### config.mk
export PLATFORM = sky130hd
export DESIGN_NAME = bypass_network_flat
export DESIGN_NICKNAME = d
export VERILOG_FILES = /design/src/rtl/bypass_network_pkg.sv /design/src/rtl/bypass_network_if.sv /design/src/rtl/bypass_network_lookup.sv /design/src/rtl/bypass_network.sv /design/src/flat_wrapper.sv
export SDC_FILE = /design/constraint.sdc
export NUM_CORES = 1
export LEC_CHECK = 0
export ABC_AREA = 1
export BUFFER_PORTS_ARGS = -buffer_cell sky130_fd_sc_hd__buf_4
export CAP_MARGIN = 25
export CELL_PAD_IN_SITES_DETAIL_PLACEMENT = 0
export CELL_PAD_IN_SITES_GLOBAL_PLACEMENT = 1
export CORE_UTILIZATION = 36
export DETAILED_ROUTE_END_ITERATION = 16
export GPL_ROUTABILITY_DRIVEN = 1
export PLACE_DENSITY_LB_ADDON = 0.1
export SYNTH_ARGS = -nofsm -noshare
export SYNTH_HDL_FRONTEND = slang
export SYNTH_SLANG_ARGS = --single-unit
### constraint.sdc
create_clock -name clk -period 9.7 [get_ports clk]
set_clock_uncertainty 0.05 [all_clocks]
set_input_delay 0.97 -clock clk [delete_from_list [all_inputs] [get_ports clk]]
set_output_delay 0.97 -clock clk [all_outputs]
set_load 0.05 [all_outputs]
### src/rtl/bypass_network_pkg.sv
// Shared types and helpers for the Execute-stage operand bypass network.
package bypass_pkg;

  localparam int DEF_XLEN    = 64;
  localparam int DEF_RADDR_W = 5;
  localparam int SEL_RF      = 0;

  typedef struct packed {
    logic                   valid;
    logic [DEF_RADDR_W-1:0] rd;
    logic [DEF_XLEN-1:0]    data;
    logic                   pending;
  } hist_entry_t;

  // Select code 0 is the register file, 1..DEPTH name history entries.
  function automatic int sel_width(input int depth);
    return (depth < 1) ? 1 : $clog2(depth + 1);
  endfunction

endpackage

### src/rtl/bypass_network_if.sv
// Bundle between the Execute stage and the bypass network.
interface bypass_network_if #(
  parameter int XLEN    = 64,
  parameter int RADDR_W = 5,
  parameter int NSRC    = 2,
  parameter int DEPTH   = 2,
  parameter int CNT_W   = 32
);
  localparam int SEL_W = bypass_pkg::sel_width(DEPTH);

  logic                      flush;
  logic                      wr_valid;
  logic [RADDR_W-1:0]        wr_rd;
  logic [XLEN-1:0]           wr_data;
  logic                      wr_pending;
  logic                      ld_valid;
  logic [XLEN-1:0]           ld_data;
  logic [NSRC*RADDR_W-1:0]   src_addr;
  logic [NSRC*XLEN-1:0]      src_rf_data;
  logic [NSRC*XLEN-1:0]      opnd;
  logic [NSRC*SEL_W-1:0]     opnd_sel;
  logic                      stall;
  logic [CNT_W-1:0]          stall_cnt;

  modport master (
    output flush, wr_valid, wr_rd, wr_data, wr_pending, ld_valid, ld_data,
           src_addr, src_rf_data,
    input  opnd, opnd_sel, stall, stall_cnt
  );

  modport slave (
    input  flush, wr_valid, wr_rd, wr_data, wr_pending, ld_valid, ld_data,
           src_addr, src_rf_data,
    output opnd, opnd_sel, stall, stall_cnt
  );

endinterface

### src/rtl/bypass_network_lookup.sv
// Priority comparator for one source operand: youngest matching history entry wins.
module bypass_lookup
  import bypass_pkg::*;
#(
  parameter int  XLEN    = DEF_XLEN,
  parameter int  RADDR_W = DEF_RADDR_W,
  parameter int  DEPTH   = 2,
  parameter type entry_t = hist_entry_t,
  parameter int  SEL_W   = sel_width(DEPTH)
) (
  input  entry_t             hist_i [DEPTH],
  input  logic [RADDR_W-1:0] src_i,
  input  logic [XLEN-1:0]    rf_data_i,
  output logic [XLEN-1:0]    opnd_o,
  output logic [SEL_W-1:0]   sel_o,
  output logic               stall_req_o
);

  // Scan oldest to youngest so the last hit written is the youngest match; x0 never matches.
  always_comb begin
    opnd_o      = rf_data_i;
    sel_o       = SEL_W'(SEL_RF);
    stall_req_o = 1'b0;
    for (int k = DEPTH - 1; k >= 0; k--) begin
      if (hist_i[k].valid && (hist_i[k].rd == src_i) && (src_i != '0)) begin
        sel_o       = SEL_W'(k + 1);
        stall_req_o = hist_i[k].pending;
        opnd_o      = hist_i[k].pending ? rf_data_i : hist_i[k].data;
      end
    end
  end

endmodule

### src/rtl/bypass_network.sv
// Operand bypass network: registered write history, per-source forwarding and
// load-use stall detection with a saturating stall-cycle counter.
module bypass_network
  import bypass_pkg::*;
#(
  parameter int XLEN    = 64,
  parameter int RADDR_W = 5,
  parameter int NSRC    = 2,
  parameter int DEPTH   = 2,
  parameter int CNT_W   = 32
) (
  input logic              clk,
  input logic              reset,
  bypass_network_if.slave  bus
);

  localparam int SEL_W = sel_width(DEPTH);

  typedef struct packed {
    logic               valid;
    logic [RADDR_W-1:0] rd;
    logic [XLEN-1:0]    data;
    logic               pending;
  } entry_t;

  entry_t               hist_q [DEPTH];
  entry_t               hist_d [DEPTH];
  logic [CNT_W-1:0]     stall_cnt_q;
  logic [CNT_W-1:0]     stall_cnt_d;
  logic [XLEN-1:0]      opnd_w [NSRC];
  logic [SEL_W-1:0]     sel_w [NSRC];
  logic                 stall_req_w [NSRC];
  logic                 stall_w;
  logic                 fill_w;
  logic [NSRC*XLEN-1:0] opnd_flat;
  logic [NSRC*SEL_W-1:0] sel_flat;

  assign fill_w = bus.ld_valid && hist_q[0].valid && hist_q[0].pending;

  // Unconditional shift; returning load data patches the entry as it moves to index 1.
  always_comb begin
    hist_d[0] = entry_t'{valid: bus.wr_valid, rd: bus.wr_rd,
                         data: bus.wr_data, pending: bus.wr_pending};
    for (int k = 1; k < DEPTH; k++) begin
      hist_d[k] = hist_q[k-1];
      if ((k == 1) && fill_w) begin
        hist_d[k].data    = bus.ld_data;
        hist_d[k].pending = 1'b0;
      end
    end
    if (bus.flush) begin
      for (int k = 0; k < DEPTH; k++) begin
        hist_d[k] = '0;
      end
    end
  end

  assign stall_cnt_d = stall_cnt_q + CNT_W'(stall_w && !(&stall_cnt_q));

  always_ff @(posedge clk or posedge reset) begin
    if (reset) begin
      for (int k = 0; k < DEPTH; k++) begin
        hist_q[k] <= '0;
      end
      stall_cnt_q <= '0;
    end else begin
      for (int k = 0; k < DEPTH; k++) begin
        hist_q[k] <= hist_d[k];
      end
      stall_cnt_q <= stall_cnt_d;
    end
  end

  for (genvar i = 0; i < NSRC; i++) begin : g_src
    bypass_lookup #(
      .XLEN    (XLEN),
      .RADDR_W (RADDR_W),
      .DEPTH   (DEPTH),
      .entry_t (entry_t),
      .SEL_W   (SEL_W)
    ) u_lookup (
      .hist_i      (hist_q),
      .src_i       (bus.src_addr[i*RADDR_W +: RADDR_W]),
      .rf_data_i   (bus.src_rf_data[i*XLEN +: XLEN]),
      .opnd_o      (opnd_w[i]),
      .sel_o       (sel_w[i]),
      .stall_req_o (stall_req_w[i])
    );
  end

  always_comb begin
    opnd_flat = '0;
    sel_flat  = '0;
    stall_w   = 1'b0;
    for (int i = 0; i < NSRC; i++) begin
      opnd_flat[i*XLEN +: XLEN]  = opnd_w[i];
      sel_flat[i*SEL_W +: SEL_W] = sel_w[i];
      stall_w                    = stall_w | stall_req_w[i];
    end
  end

  assign bus.opnd      = opnd_flat;
  assign bus.opnd_sel  = sel_flat;
  assign bus.stall     = stall_w;
  assign bus.stall_cnt = stall_cnt_q;

endmodule
### src/flat_wrapper.sv
// flat-port wrapper written by rule: the top's interface ports become plain ports
module bypass_network_flat import bypass_pkg::*;
#(
  parameter int XLEN    = 64,
  parameter int RADDR_W = 5,
  parameter int NSRC    = 2,
  parameter int DEPTH   = 2,
  parameter int CNT_W   = 32
)
  (clk, reset, bus_flush, bus_wr_valid, bus_wr_rd, bus_wr_data, bus_wr_pending, bus_ld_valid, bus_ld_data, bus_src_addr, bus_src_rf_data, bus_opnd, bus_opnd_sel, bus_stall, bus_stall_cnt);
  bypass_network_if #(.XLEN(XLEN), .RADDR_W(RADDR_W), .NSRC(NSRC), .DEPTH(DEPTH), .CNT_W(CNT_W)) bus_i ();
  input logic clk;
  input logic reset;
  input wire logic [$bits(bus_i.flush)-1:0] bus_flush;
  input wire logic [$bits(bus_i.wr_valid)-1:0] bus_wr_valid;
  input wire logic [$bits(bus_i.wr_rd)-1:0] bus_wr_rd;
  input wire logic [$bits(bus_i.wr_data)-1:0] bus_wr_data;
  input wire logic [$bits(bus_i.wr_pending)-1:0] bus_wr_pending;
  input wire logic [$bits(bus_i.ld_valid)-1:0] bus_ld_valid;
  input wire logic [$bits(bus_i.ld_data)-1:0] bus_ld_data;
  input wire logic [$bits(bus_i.src_addr)-1:0] bus_src_addr;
  input wire logic [$bits(bus_i.src_rf_data)-1:0] bus_src_rf_data;
  output wire logic [$bits(bus_i.opnd)-1:0] bus_opnd;
  output wire logic [$bits(bus_i.opnd_sel)-1:0] bus_opnd_sel;
  output wire logic [$bits(bus_i.stall)-1:0] bus_stall;
  output wire logic [$bits(bus_i.stall_cnt)-1:0] bus_stall_cnt;
  assign bus_i.flush = bus_flush;
  assign bus_i.wr_valid = bus_wr_valid;
  assign bus_i.wr_rd = bus_wr_rd;
  assign bus_i.wr_data = bus_wr_data;
  assign bus_i.wr_pending = bus_wr_pending;
  assign bus_i.ld_valid = bus_ld_valid;
  assign bus_i.ld_data = bus_ld_data;
  assign bus_i.src_addr = bus_src_addr;
  assign bus_i.src_rf_data = bus_src_rf_data;
  assign bus_opnd = bus_i.opnd;
  assign bus_opnd_sel = bus_i.opnd_sel;
  assign bus_stall = bus_i.stall;
  assign bus_stall_cnt = bus_i.stall_cnt;
  bypass_network #(.XLEN(XLEN), .RADDR_W(RADDR_W), .NSRC(NSRC), .DEPTH(DEPTH), .CNT_W(CNT_W)) u_core (.clk(clk), .reset(reset), .bus(bus_i));
endmodule
==> Word level (Yosys, flattened, before mapping) <==
Cells that the tools add are included.
{ "classes": {"n_reduce_logical": 15, "add_sub_neg": 1, "mux": 18, "n_eq_ne": 4, "bitwise": 1} }
{ "ops": {"columns": ["op", "count"], "rows": [
  ["64-bit 2-to-1 mux", 8],
  ["142-bit 2-to-1 mux", 1],
  ["65-bit 2-to-1 mux", 1],
  ["32-bit by 1-bit adder with 32-bit output", 1],
  ["32-bit AND reduction", 1],
  ["5-bit equality test", 4],
  ["1-bit logical AND", 11],
  ["5-bit nonzero test", 2],
  ["2-bit 2-to-1 mux", 4],
  ["1-bit 2-to-1 mux", 4],
  ["1-bit zero test", 1],
  ["1-bit OR", 1]
]} }
{ "totals": {"input_bits": 277, "out_inout_bits": 165, "register_bits": 174} }

==> Longest topological paths before layout <==
Gate-level depths: netlist of run 1.
{ "depth": {"word_depth": 8, "mapped_depth": 21, "depth_no_buf": 20} }

==> By module <==
From an unflattened synthesis of run 1, not the netlist that was laid out.
{ "hier_totals": {"hier_cells": 1989, "hier_area_um2": 14183.6} }
{ "by_module_without_submodules": {"columns": ["mod", "cells_each", "seq_area_each_um2", "area_each_um2", "instances"], "rows": [
  ["bypass_lookup", 612, 0.0, 3550.9, 2],
  ["bypass_network", 765, 4354.2, 7081.8, 1]
]} }

==> Worst setup path before layout of run 1 <==
Ideal clock, no wire load.
{ "synth_path": {"path_kind": "input-to-output", "from": "input bus_src_addr[9]", "to": "output bus_opnd[121]", "setup_slack_ps": 5934, "path_buffers": 2, "stages": 9, "t_arrival_ps": 2746, "cell_sequence": "inv_2 -> nand2_1 -> nand2_1 -> nand2_1 -> nor2_1 -> nand2_1 -> buf_2 -> buf_2 -> o21ai_0"} }
{ "synth_between": {"elab_chain_cells": 5, "elab_cells_between_ends": 9, "classes_between": "eq/ne: 2; mux: 2; reduce/logical: 5"} }
{ "synth_rtl": {"columns": ["item", "line", "source"], "rows": [
  ["from (decl)", "flat_wrapper.sv:21", "input wire logic [$bits(bus_i.src_addr)-1:0] bus_src_addr;"],
  ["5-bit equality test", "bypass_network_lookup.sv:25", "if (hist_i[k].valid && (hist_i[k].rd == src_i) && (src_i != '0)) begin"],
  ["1-bit logical AND (2 in a row)", "bypass_network_lookup.sv:25", null],
  ["64-bit 2-to-1 mux", "bypass_network_lookup.sv:25", null],
  ["64-bit 2-to-1 mux *", "bypass_network_lookup.sv:25", null],
  ["to (decl)", "flat_wrapper.sv:23", "output wire logic [$bits(bus_i.opnd)-1:0] bus_opnd;"]
]} }
Mark *: on every way between the ends. The rest lies on a longest branch, timed or not.

==> Worst setup path in the final report of run 1 <==
{ "layout_path": {"from": "input bus_src_addr[9]", "to": "output bus_opnd[125]"} }
Same word-level chain as after synthesis.

==> flow_metrics.py, run 1 <==
metrics = {
    "status": {
        "status": "complete, no violations",
    },
    "yosys": {
        "synth_cells": 1882,
        "async_flop_share": 1.00,
        "synth.top_cells.by_count": "nand2_1 (808), nor2_1 (245), inv_1 (186)",
        "synth_area_leaders": "dfrtp_1 (37%), nand2_1 (26%), nor2_1 (7.9%), a31oi_1 (6.6%), inv_1 (6.0%)",
        "syn_nets": 2161,
        "synth_edf_count": 0,
        "ys_warn_count": 0,
        "syn_area_um2": 11700,
        "ys_seq_area_frac": 0.373,
        "synth_top_cell_area_share": 0.373,
        "synth_most_common_cell": "nand2_1",
        "yosys.area.top_type": "dfrtp_1",
        "synth_area_per_cell_um2": 6.21,
        "synth-seq-cells": 174,
        "ys_dominant_reg_cell": "dfrtp_1",
        "ys_types": 29,
    },
    "setup_path": {
        "cp.required_ps": 8680,
        "worstSetupPathType": "in -> out",
        "r2r-end": "u_core.bus.stall_cnt[26]",
        "crit_fanout": 65,
        "r2r_slack_ps": 5770,
        "cp-end-kind": "output port",
        "cp_data_arrival_time_ps": 3820,
        "r2r-start": "u_core.hist_q[139]",
        "reg2reg_depth": 21,
        "startpoint_type": "input pin",
    },
    "power": {
        "leakage_nw": 9.16,
        "p_total_w": 0.00198,
        "ir_drop_mv": 0.0761,
        "p_per_area_nw_per_um2": 126,
    },
    "min_path": {
        "whs_path_depth": 1,
        "whs_endpoint": "u_core.bus.stall_cnt[9]",
        "min_path_type": "reg -> reg",
        "holdCritStartpoint": "u_core.bus.stall_cnt[9]",
    },
    "clocking": {
        "path_clk_slew_ps": 70,
        "post_cts_buffers": 0,
        "cts_tree": "yes",
        "root_buffer": "clkbuf_16",
        "cts_sinks": 174,
        "cts_hold_buf": 0,
        "cts_resized": 0,
        "clkLatencyLatePin_ps": 450,
        "numCtsBuffers": 17,
        "clockBufferDepth": 2,
        "h-tree-depth": 4,
    },
    "routing": {
        "vias": 13400,
        "dr.pass1.iters": 5,
        "viasPerCell": 5.03,
        "post_drt_wl_per_cell_um": 18.0,
        "first_iter_violations": 864,
        "wl_mm": 48.0,
        "drc": 0,
        "ant_nets": 0,
    },
    "sta": {
        "slew_headroom": 0.328,
        "drv_slew": 0,
        "hold_viol": 0,
        "finalSetupViolCount": 0,
        "period_needed_ps": 4840,
        "tns_ps": 0,
        "whs_ps": 463,
        "rsz0062_at_grt": "no",
        "fmax_mhz": 206,
        "worstMarginPinSlew_ps": 1010,
        "layout_worst_path_cycle_share": 0.499,
    },
    "floorplanning": {
        "io_pins": 442,
        "die_w_um": 182,
        "fp.dieH_um": 182,
        "initial_core_util": 0.368,
        "dieArea_um2": 33200,
        "num_rows": 65,
        "core_area_um2": 31700,
    },
    "final_layout": {
        "area_delta_synth_final_pct": 34.5,
        "fillCellCount": 3342,
        "drive_gt1_frac": 0.228,
        "finalInstanceArea_um2": 15700,
        "final_nets": 2519,
    },
    "global_route": {
        "grt_pass1_vias": 13300,
        "grtUsageTotal": 0.291,
        "grt-ovfl-total": 0,
        "grt_pass1_wl_mm": 74.2,
        "grt_start_max_net_pins": 91,
        "antenna_found_initial": 7,
    },
    "place": {
        "port_buffers": 441,
        "dpl-instance-area_um2": 15100,
        "gp_congestion": 0.885,
        "dp_hpwl_mm": 33.7,
    },
    "run": {
        "maxCapViolCount": 0,
    },
}
-- worst max path at each step --
stage | cells after the start | endpoint | from | slack, ps
5_1_grt | 13 | bus_opnd[125] | bus_src_addr[9] | 4660
3_5_place_dp | 13 | bus_opnd[125] | bus_src_addr[8] | 4870
2_1_floorplan | 1 | u_core.bus.stall_cnt[0] | reset | 3960
6_report | 13 | bus_opnd[125] | bus_src_addr[9] | 4860
4_1_cts | 13 | bus_opnd[125] | bus_src_addr[8] | 4860
3_3_place_gp | 13 | bus_opnd[125] | bus_src_addr[8] | 4890
-- through the flow --
| stage | setup WS, ps | util | std cells |
|---|---|---|---|
| after floorplan | 3960 | - | 1882 |
| after global placement | 4890 | 0.475 | 2622 |
| after detailed placement | 4870 | 0.475 | 2622 |
| after CTS | 4860 | 0.494 | 2654 |
| after global routing | 4660 | 0.495 | 2661 |
| final | 4860 | 0.495 | 2662 |
-- sequential cells by signal, indices dropped and copies added, names as in the netlist --
signal	flops
u_core.bus.stall_cnt	32
u_core.hist_q	142
-- routing by layer --
layer / share of wire / wire, um / track usage
met5: 0 / 0 / 0
met4: 0.030 / 1450 / 0.106
met3: 0.073 / 3500 / 0.0623
met2: 0.49 / 23400 / 0.511
met1: 0.41 / 19600 / 0.348
-- final cells by class --
type,instances,area [um^2],share of cell area
inverters,196,741,0.0471
multi-input cells,1395,6040,0.384
clock inverters,12,159,0.0101
repair buffers,456,3440,0.219
clock buffers,20,457,0.0291
flip-flops and latches,174,4360,0.277
diodes,7,17.5,0.00111
well taps,402,503,0.0320
-- logic make-up (layout without fill, tap and decap cells) --
kind of cell / after synthesis / after routing / synth area share
AO/OA/AOI/OAI: 201 / 201 / 0.100
flip-flops: 174 / 174 / 0.373
buffers and inverters: 313 / 684 / 0.113
XOR/XNOR: 26 / 26 / 0.0195
AND/OR/NAND/NOR: 1166 / 1166 / 0.392
adder cells (fa/ha/maj): 2 / 2 / 0.00214
other: 0 / 7 / 0
-- where the power goes --
group          switching, W  internal, W
sequential        0.0000164     0.000755
clock              0.000311     0.000422
combinational      0.000309     0.000172
-- cell usage in the layout, fill, tap and decap left out, drive strengths merged, types with 3 or more instances in the layout --
cell      instances
a31oi           123
bufinv            3
dfrtp           174
nor2            248
nand3b            4
diode             7
xor2             16
a21oi            69
nand4            11
nor3             10
nand2           810
o211ai            3
clkbuf           20
nand3            75
clkinvlp          4
buf             456
nor4              6
o21ai             4
inv             199
xnor2            10
-- worst max-delay path, cell delays in order --
cell,delay [ps]
buf_4,100
inv_2,40
nand2_1,50
nand2_1,50
nor2_1,120
nand2_1,100
nor2_4,80
buf_4,680
nand2_2,660
buf_4,460
nand3_1,120
o211ai_1,110
buf_4,230
No activity file was read; power rests on OpenSTA's default activity.
==> run 2, diff against run 1 <==
--- a/config.mk
+++ b/config.mk
@@ -10,7 +10,7 @@
 export CAP_MARGIN = 25
 export CELL_PAD_IN_SITES_DETAIL_PLACEMENT = 0
 export CELL_PAD_IN_SITES_GLOBAL_PLACEMENT = 1
-export CORE_UTILIZATION = 36
+export CORE_UTILIZATION = 34
 export DETAILED_ROUTE_END_ITERATION = 16
 export GPL_ROUTABILITY_DRIVEN = 1
 export PLACE_DENSITY_LB_ADDON = 0.1
==> constraint.sdc (replaced) <==
create_clock -name clk -period 4.88 [get_ports clk]
set_clock_uncertainty 0.05 [all_clocks]
set_input_delay 0.488 -clock clk [delete_from_list [all_inputs] [get_ports clk]]
set_output_delay 0.488 -clock clk [all_outputs]
set_load 0.05 [all_outputs]
==> run 2 against run 1 <==
  * Count of clock-buffer cells in the layout up 2
  * Routed wire length grew 1.5%
  * Non-clock buffer count rose by 2
  * Sequential cell count did not move
  * First-iteration DRC count rose by 27%
  * Critical path type is now reg -> out
  * Critical endpoint is now bus_opnd[64]
  * Largest cell class unchanged
  * Largest power group unchanged
  * Highest routed layer is now met5
==> flow_metrics.py, run 2 (synthesis gave the netlist of run 1 again) <==
metrics = {
    "floorplanning": {
        "core_area_um2": 33700,
        "num_rows": 67,
        "io_pins": 442,
        "dieArea_um2": 35100,
        "die_w_um": 187,
        "fp.dieH_um": 187,
        "initial_core_util": 0.347,
    },
    "run": {
        "maxCapViolCount": 0,
    },
    "routing": {
        "first_iter_violations": 1094,
        "viasPerCell": 5.00,
        "vias": 13500,
        "dr.pass1.iters": 5,
        "ant_nets": 0,
        "drc": 0,
        "wl_mm": 48.7,
        "post_drt_wl_per_cell_um": 18.0,
    },
    "setup_path": {
        "r2r-end": "u_core.bus.stall_cnt[22]",
        "worstSetupPathType": "reg -> out",
        "crit_slowest_cell": "buf_4",
        "r2r_slack_ps": 1490,
        "worstPathCellList": "inv_1 > nand2_1 > nand2_1 > inv_1 > nand2_1 > nor2_1 > nand2_4 > buf_4 > nor2_1 > a31oi_1 > buf_4",
        "cp.required_ps": 4340,
        "r2r-start": "u_core.hist_q[139]",
        "reg2reg_depth": 20,
        "cp-end-kind": "output port",
        "crit_buf_inv": 4,
        "startpoint_type": "register",
        "cp_data_arrival_time_ps": 3270,
        "critPathTopFamily": "buffers and inverters",
        "crit_fanout": 69,
        "path_common_cell": "nand2_1",
        "critPathMaxStageDelay_ps": 690,
    },
    "clocking": {
        "cts_resized": 0,
        "cts_sinks": 174,
        "clkLatencyLatePin_ps": 440,
        "cts_hold_buf": 0,
        "post_cts_buffers": 0,
        "path_clk_slew_ps": 70,
        "cts_tree": "yes",
        "root_buffer": "clkbuf_16",
        "clockBufferDepth": 2,
        "h-tree-depth": 4,
        "numCtsBuffers": 17,
    },
    "global_route": {
        "antenna_found_initial": 8,
        "grt-ovfl-total": 0,
        "grtUsageTotal": 0.277,
        "grt_pass1_wl_mm": 75.1,
        "grt_start_max_net_pins": 82,
        "grt_pass1_vias": 13000,
    },
    "sta": {
        "tns_ps": 0,
        "drv_slew": 0,
        "layout_worst_path_cycle_share": 0.781,
        "hold_viol": 0,
        "fmax_mhz": 263,
        "whs_ps": 117,
        "rsz0062_at_grt": "no",
        "worstMarginPinSlew_ps": 984,
        "finalSetupViolCount": 0,
        "period_needed_ps": 3810,
        "slew_headroom": 0.344,
    },
    "final_layout": {
        "layout_common_cells": "nand2_1 (804), buf_4 (455), nor2_1 (244), inv_1 (184), dfrtp_1 (173)",
        "mostFrequentLayoutCell": "nand2_1",
        "final_util": 0.469,
        "largest_reg_flops": 142,
        "top_register": "u_core.hist_q",
        "finalInstanceArea_um2": 15800,
        "final_nets": 2521,
        "drive_gt1_frac": 0.227,
        "area_delta_synth_final_pct": 35.4,
    },
    "place": {
        "port_buffers": 441,
        "dp_hpwl_mm": 33.9,
        "gp_congestion": 0.854,
        "dpl-instance-area_um2": 15200,
    },
    "status": {
        "status": "complete, no violations",
    },
    "power": {
        "ir_drop_mv": 0.237,
        "p_total_w": 0.00400,
        "leakage_nw": 9.19,
        "p_per_area_nw_per_um2": 253,
    },
    "min_path": {
        "min_path_type": "in -> async",
    },
}
==> run 2: cell count changes in the layout (fill, tap and decap cells not counted), sizes merged <==
cell,change
inv,-3
clkbuf,+2
bufinv,+1
clkinv,+1
clkinvlp,-2
buf,+2
==> run 2: metrics by stage <==
stage | cells | setup slack [ps]
after detailed placement | 2671 | 1210
after CTS | 2702 | 1140
after global routing | 2708 | 820
after floorplan | 1882 | 2080
after global placement | 2671 | 1240
final | 2709 | 1070
==> run 2: report_power, final <==
group	total, W	internal (W)	leakage [nW]	switching (W)
Clock	0.00150	0.000886	0.301	0.000613
Sequential	0.00154	0.00150	2.30	0.0000369
Combinational	0.000961	0.000343	6.58	0.000618
==> run 2: how the worst max path moves through the flow <==
stage                       start  slack [ps]                  endpoint  cells past startpoint
2_1_floorplan     bus_src_addr[9]        2080             bus_opnd[121]                      9
3_3_place_gp      bus_src_addr[5]        1240  u_core.bus.stall_cnt[26]                     19
3_5_place_dp      bus_src_addr[5]        1210  u_core.bus.stall_cnt[22]                     19
4_1_cts        u_core.hist_q[139]        1140              bus_opnd[64]                     11
5_1_grt        u_core.hist_q[139]         820              bus_opnd[64]                     11
6_report       u_core.hist_q[139]        1070              bus_opnd[64]                     11
==> run 2: metal layers <==
layer  GRT usage  wire [um]  vias up
met1       0.344      20000     6353
met4       0.115       1560        2
li1            -          -     6552
met3      0.0666       3840       78
met5           0         13        -
met2       0.460      23200      557
==> run 2: final cells by class <==
| type | instances | area, um^2 |
|---|---|---|
| Clock buffer | 22 | 464 |
| Antenna cell | 7 | 17.5 |
| Tap cell | 448 | 561 |
| Multi-Input combinational cell | 1395 | 6040 |
| Clock inverter | 9 | 159 |
| Sequential cell | 174 | 4360 |
| Inverter | 196 | 739 |
| Timing Repair Buffer | 458 | 3480 |
| Fill cell | 3582 | 17900 |
==> run 3, diff against run 2 <==
--- a/config.mk
+++ b/config.mk
@@ -5,13 +5,14 @@
 export SDC_FILE = /design/constraint.sdc
 export NUM_CORES = 1
 export LEC_CHECK = 0
-export ABC_AREA = 1
+export ABC_AREA = 0
 export BUFFER_PORTS_ARGS = -buffer_cell sky130_fd_sc_hd__buf_4
 export CAP_MARGIN = 25
 export CELL_PAD_IN_SITES_DETAIL_PLACEMENT = 0
 export CELL_PAD_IN_SITES_GLOBAL_PLACEMENT = 1
-export CORE_UTILIZATION = 34
+export CORE_AREA = 2 2 174 176
 export DETAILED_ROUTE_END_ITERATION = 16
+export DIE_AREA = 0 0 176 178
 export GPL_ROUTABILITY_DRIVEN = 1
 export PLACE_DENSITY_LB_ADDON = 0.1
 export SYNTH_ARGS = -nofsm -noshare
==> constraint.sdc (replaced) <==
create_clock -name clk -period 3.9 [get_ports clk]
set_clock_uncertainty 0.05 [all_clocks]
set_input_delay 0.39 -clock clk [delete_from_list [all_inputs] [get_ports clk]]
set_output_delay 0.39 -clock clk [all_outputs]
set_load 0.05 [all_outputs]
==> run 3 against run 2 <==
  * Via count down 36%
  * Cell area down 14%
  * Clock power up 29%
  * Synthesized area down 20%
  * Largest cell class unchanged
  * Largest power group unchanged
==> flow_metrics.py, run 3 <==
metrics = {
    "setup_path": {
        "cp.required_ps": 3460,
        "worstPathCellList": "xor2_1 > nor3_1 > o211ai_2 > o21bai_4 > buf_4 > o221a_2 > buf_4",
        "crit_buf_inv": 2,
        "crit_cells": 7,
        "critPathMaxStageDelay_ps": 650,
        "startpoint_type": "register",
        "cp-end-kind": "output port",
        "cp_data_arrival_time_ps": 3010,
        "crit_slowest_cell": "o21bai_4",
        "path_common_cell": "buf_4",
        "crit_fanout": 25,
        "critPathTopFamily": "compound AO/OA/AOI/OAI gates",
        "worstSetupPathType": "reg -> out",
        "reg2reg_depth": 10,
    },
    "yosys": {
        "async_flop_share": 1.00,
        "syn_area_um2": 9320,
        "synth_cells": 928,
        "synth_most_common_cell": "dfrtp_1",
        "synth-seq-cells": 174,
        "ys_types": 37,
        "synth_area_per_cell_um2": 10.0,
        "syn_nets": 1207,
        "synth_edf_count": 0,
        "synth_area_leaders": "dfrtp_1 (47%), o221a_1 (8.6%), nand2b_1 (8.4%), o221a_2 (6.4%), nand2_1 (5.9%)",
        "yosys.area.top_type": "dfrtp_1",
        "ys_seq_area_frac": 0.467,
        "synth_top_cell_area_share": 0.467,
        "ys_warn_count": 0,
        "ys_dominant_reg_cell": "dfrtp_1",
        "synth.top_cells.by_count": "dfrtp_1 (174), nand2_1 (146), nand2b_1 (125)",
    },
    "place": {
        "port_buffers": 441,
        "dp_hpwl_mm": 25.7,
        "gp_congestion": 0.787,
    },
    "min_path": {
        "whs_path_depth": 2,
        "min_path_type": "in -> reg",
    },
    "global_route": {
        "grt_pass1_vias": 8675,
        "top_usage_layer": "met2",
        "grt-ovfl-total": 0,
        "use_met3": 0.0671,
        "grtUsageTotal": 0.223,
        "gr-usage-met1": 0.272,
        "grt_pass1_wl_mm": 52.9,
        "grt_start_max_net_pins": 76,
        "met2_usage": 0.379,
        "antenna_found_initial": 6,
    },
    "floorplanning": {
        "die_w_um": 176,
        "num_rows": 63,
        "io_pins": 442,
        "initial_core_util": 0.317,
        "dieArea_um2": 31300,
        "core_area_um2": 29400,
        "fp.dieH_um": 178,
    },
    "clocking": {
        "numCtsBuffers": 17,
        "h-tree-depth": 4,
        "cts_resized": 0,
        "clkLatencyLatePin_ps": 430,
        "root_buffer": "clkbuf_16",
        "cts_sinks": 174,
        "clockBufferDepth": 2,
        "path_clk_slew_ps": 80,
        "post_cts_buffers": 0,
        "cts_tree": "yes",
        "cts_hold_buf": 0,
    },
    "sta": {
        "layout_worst_path_cycle_share": 0.884,
        "tns_ps": 0,
        "slew_headroom": 0.417,
        "whs_ps": 122,
        "worstMarginPinSlew_ps": 875,
        "fmax_mhz": 290,
        "drv_slew": 0,
        "rsz0062_at_grt": "no",
        "period_needed_ps": 3450,
        "finalSetupViolCount": 0,
        "hold_viol": 0,
    },
    "final_layout": {
        "layout_common_cells": "buf_4 (460), dfrtp_1 (174), nand2_1 (146), nand2b_1 (124), nor2b_1 (77)",
        "largest_reg_flops": 142,
        "mostFrequentLayoutCell": "buf_4",
        "final_nets": 1619,
        "drive_gt1_frac": 0.415,
        "top_register": "u_core.hist_q",
        "area_delta_synth_final_pct": 46.2,
    },
    "routing": {
        "wl_mm": 35.6,
        "vias": 8632,
        "viasPerCell": 4.94,
        "drc": 0,
        "dr.pass1.iters": 7,
        "post_drt_wl_per_cell_um": 20.4,
        "first_iter_violations": 515,
        "ant_nets": 0,
    },
    "status": {
        "status": "complete, no violations",
    },
    "power": {
        "p_total_w": 0.00485,
        "leakage_nw": 6.16,
        "p_per_area_nw_per_um2": 356,
        "ir_drop_mv": 0.243,
    },
    "run": {
        "maxCapViolCount": 0,
    },
}
[run 3: cell count changes after synthesis, moves of 7 or more]
cell / previous run / this run
nand3_1: 75 / 13
a31oi_1: 123 / 0
nor2b_1: 0 / 77
o221a_1: 0 / 71
o221a_2: 0 / 53
inv_1: 186 / 13
buf_2: 57 / 7
buf_6: 6 / 21
xnor2_1: 10 / 38
buf_4: 7 / 0
inv_2: 10 / 0
nand2_1: 808 / 146
nand2b_1: 0 / 125
nor2_1: 245 / 13
[run 3: per-stage QoR]
step | utilization | area (um^2) | setup WS, ps | instances
after detailed placement | 0.440 | 12900 | 653 | 1709
after floorplan | - | 9320 | 185 | 928
after CTS | 0.462 | 13600 | 387 | 1741
final | 0.463 | 13600 | 453 | 1746
after global placement | 0.440 | 12900 | 668 | 1709
after global routing | 0.463 | 13600 | 284 | 1746
[run 3: cell families after synthesis]
family	synth area share
AO/OA/AOI/OAI	0.197
XOR/XNOR	0.0470
adder cells (fa/ha/maj)	0.00268
buffers and inverters	0.0521
flip-flops	0.467
AND/OR/NAND/NOR	0.234
[run 3: worst paths after layout]
check                                          from                  endpoint  slack (ps)
min reg2reg                u_core.bus.stall_cnt[27]  u_core.bus.stall_cnt[27]         440
max reg2reg                       u_core.hist_q[68]  u_core.bus.stall_cnt[27]         780
max in group asynchronous                     reset         u_core.hist_q[27]        2590
min in group asynchronous                     reset         u_core.hist_q[73]         350
min                                    bus_ld_valid          u_core.hist_q[0]         120
max                               u_core.hist_q[67]             bus_opnd[104]         450
[run 3: layer usage]
metal	vias to the layer above	part of all wire
met3	46	0.074
met5	-	0.0012
met2	316	0.49
li1	4097	-
met4	6	0.021
met1	4167	0.41
[run 3: final cells by class]
class / count / area [um^2]
Multi-Input combinational cell: 669 / 4520
Antenna cell: 3 / 7.51
Sequential cell: 174 / 4350
Clock buffer: 18 / 439
Inverter: 13 / 52.6
Clock inverter: 14 / 219
Fill cell: 2817 / 15800
Tap cell: 390 / 488
Timing Repair Buffer: 465 / 3540
[run 3: power by group]
part           total (W)  internal (W)  leakage, nW  switching, W
Clock            0.00193       0.00112        0.321      0.000813
Combinational   0.000982      0.000433         3.54      0.000549
Sequential       0.00194       0.00188         2.30     0.0000590
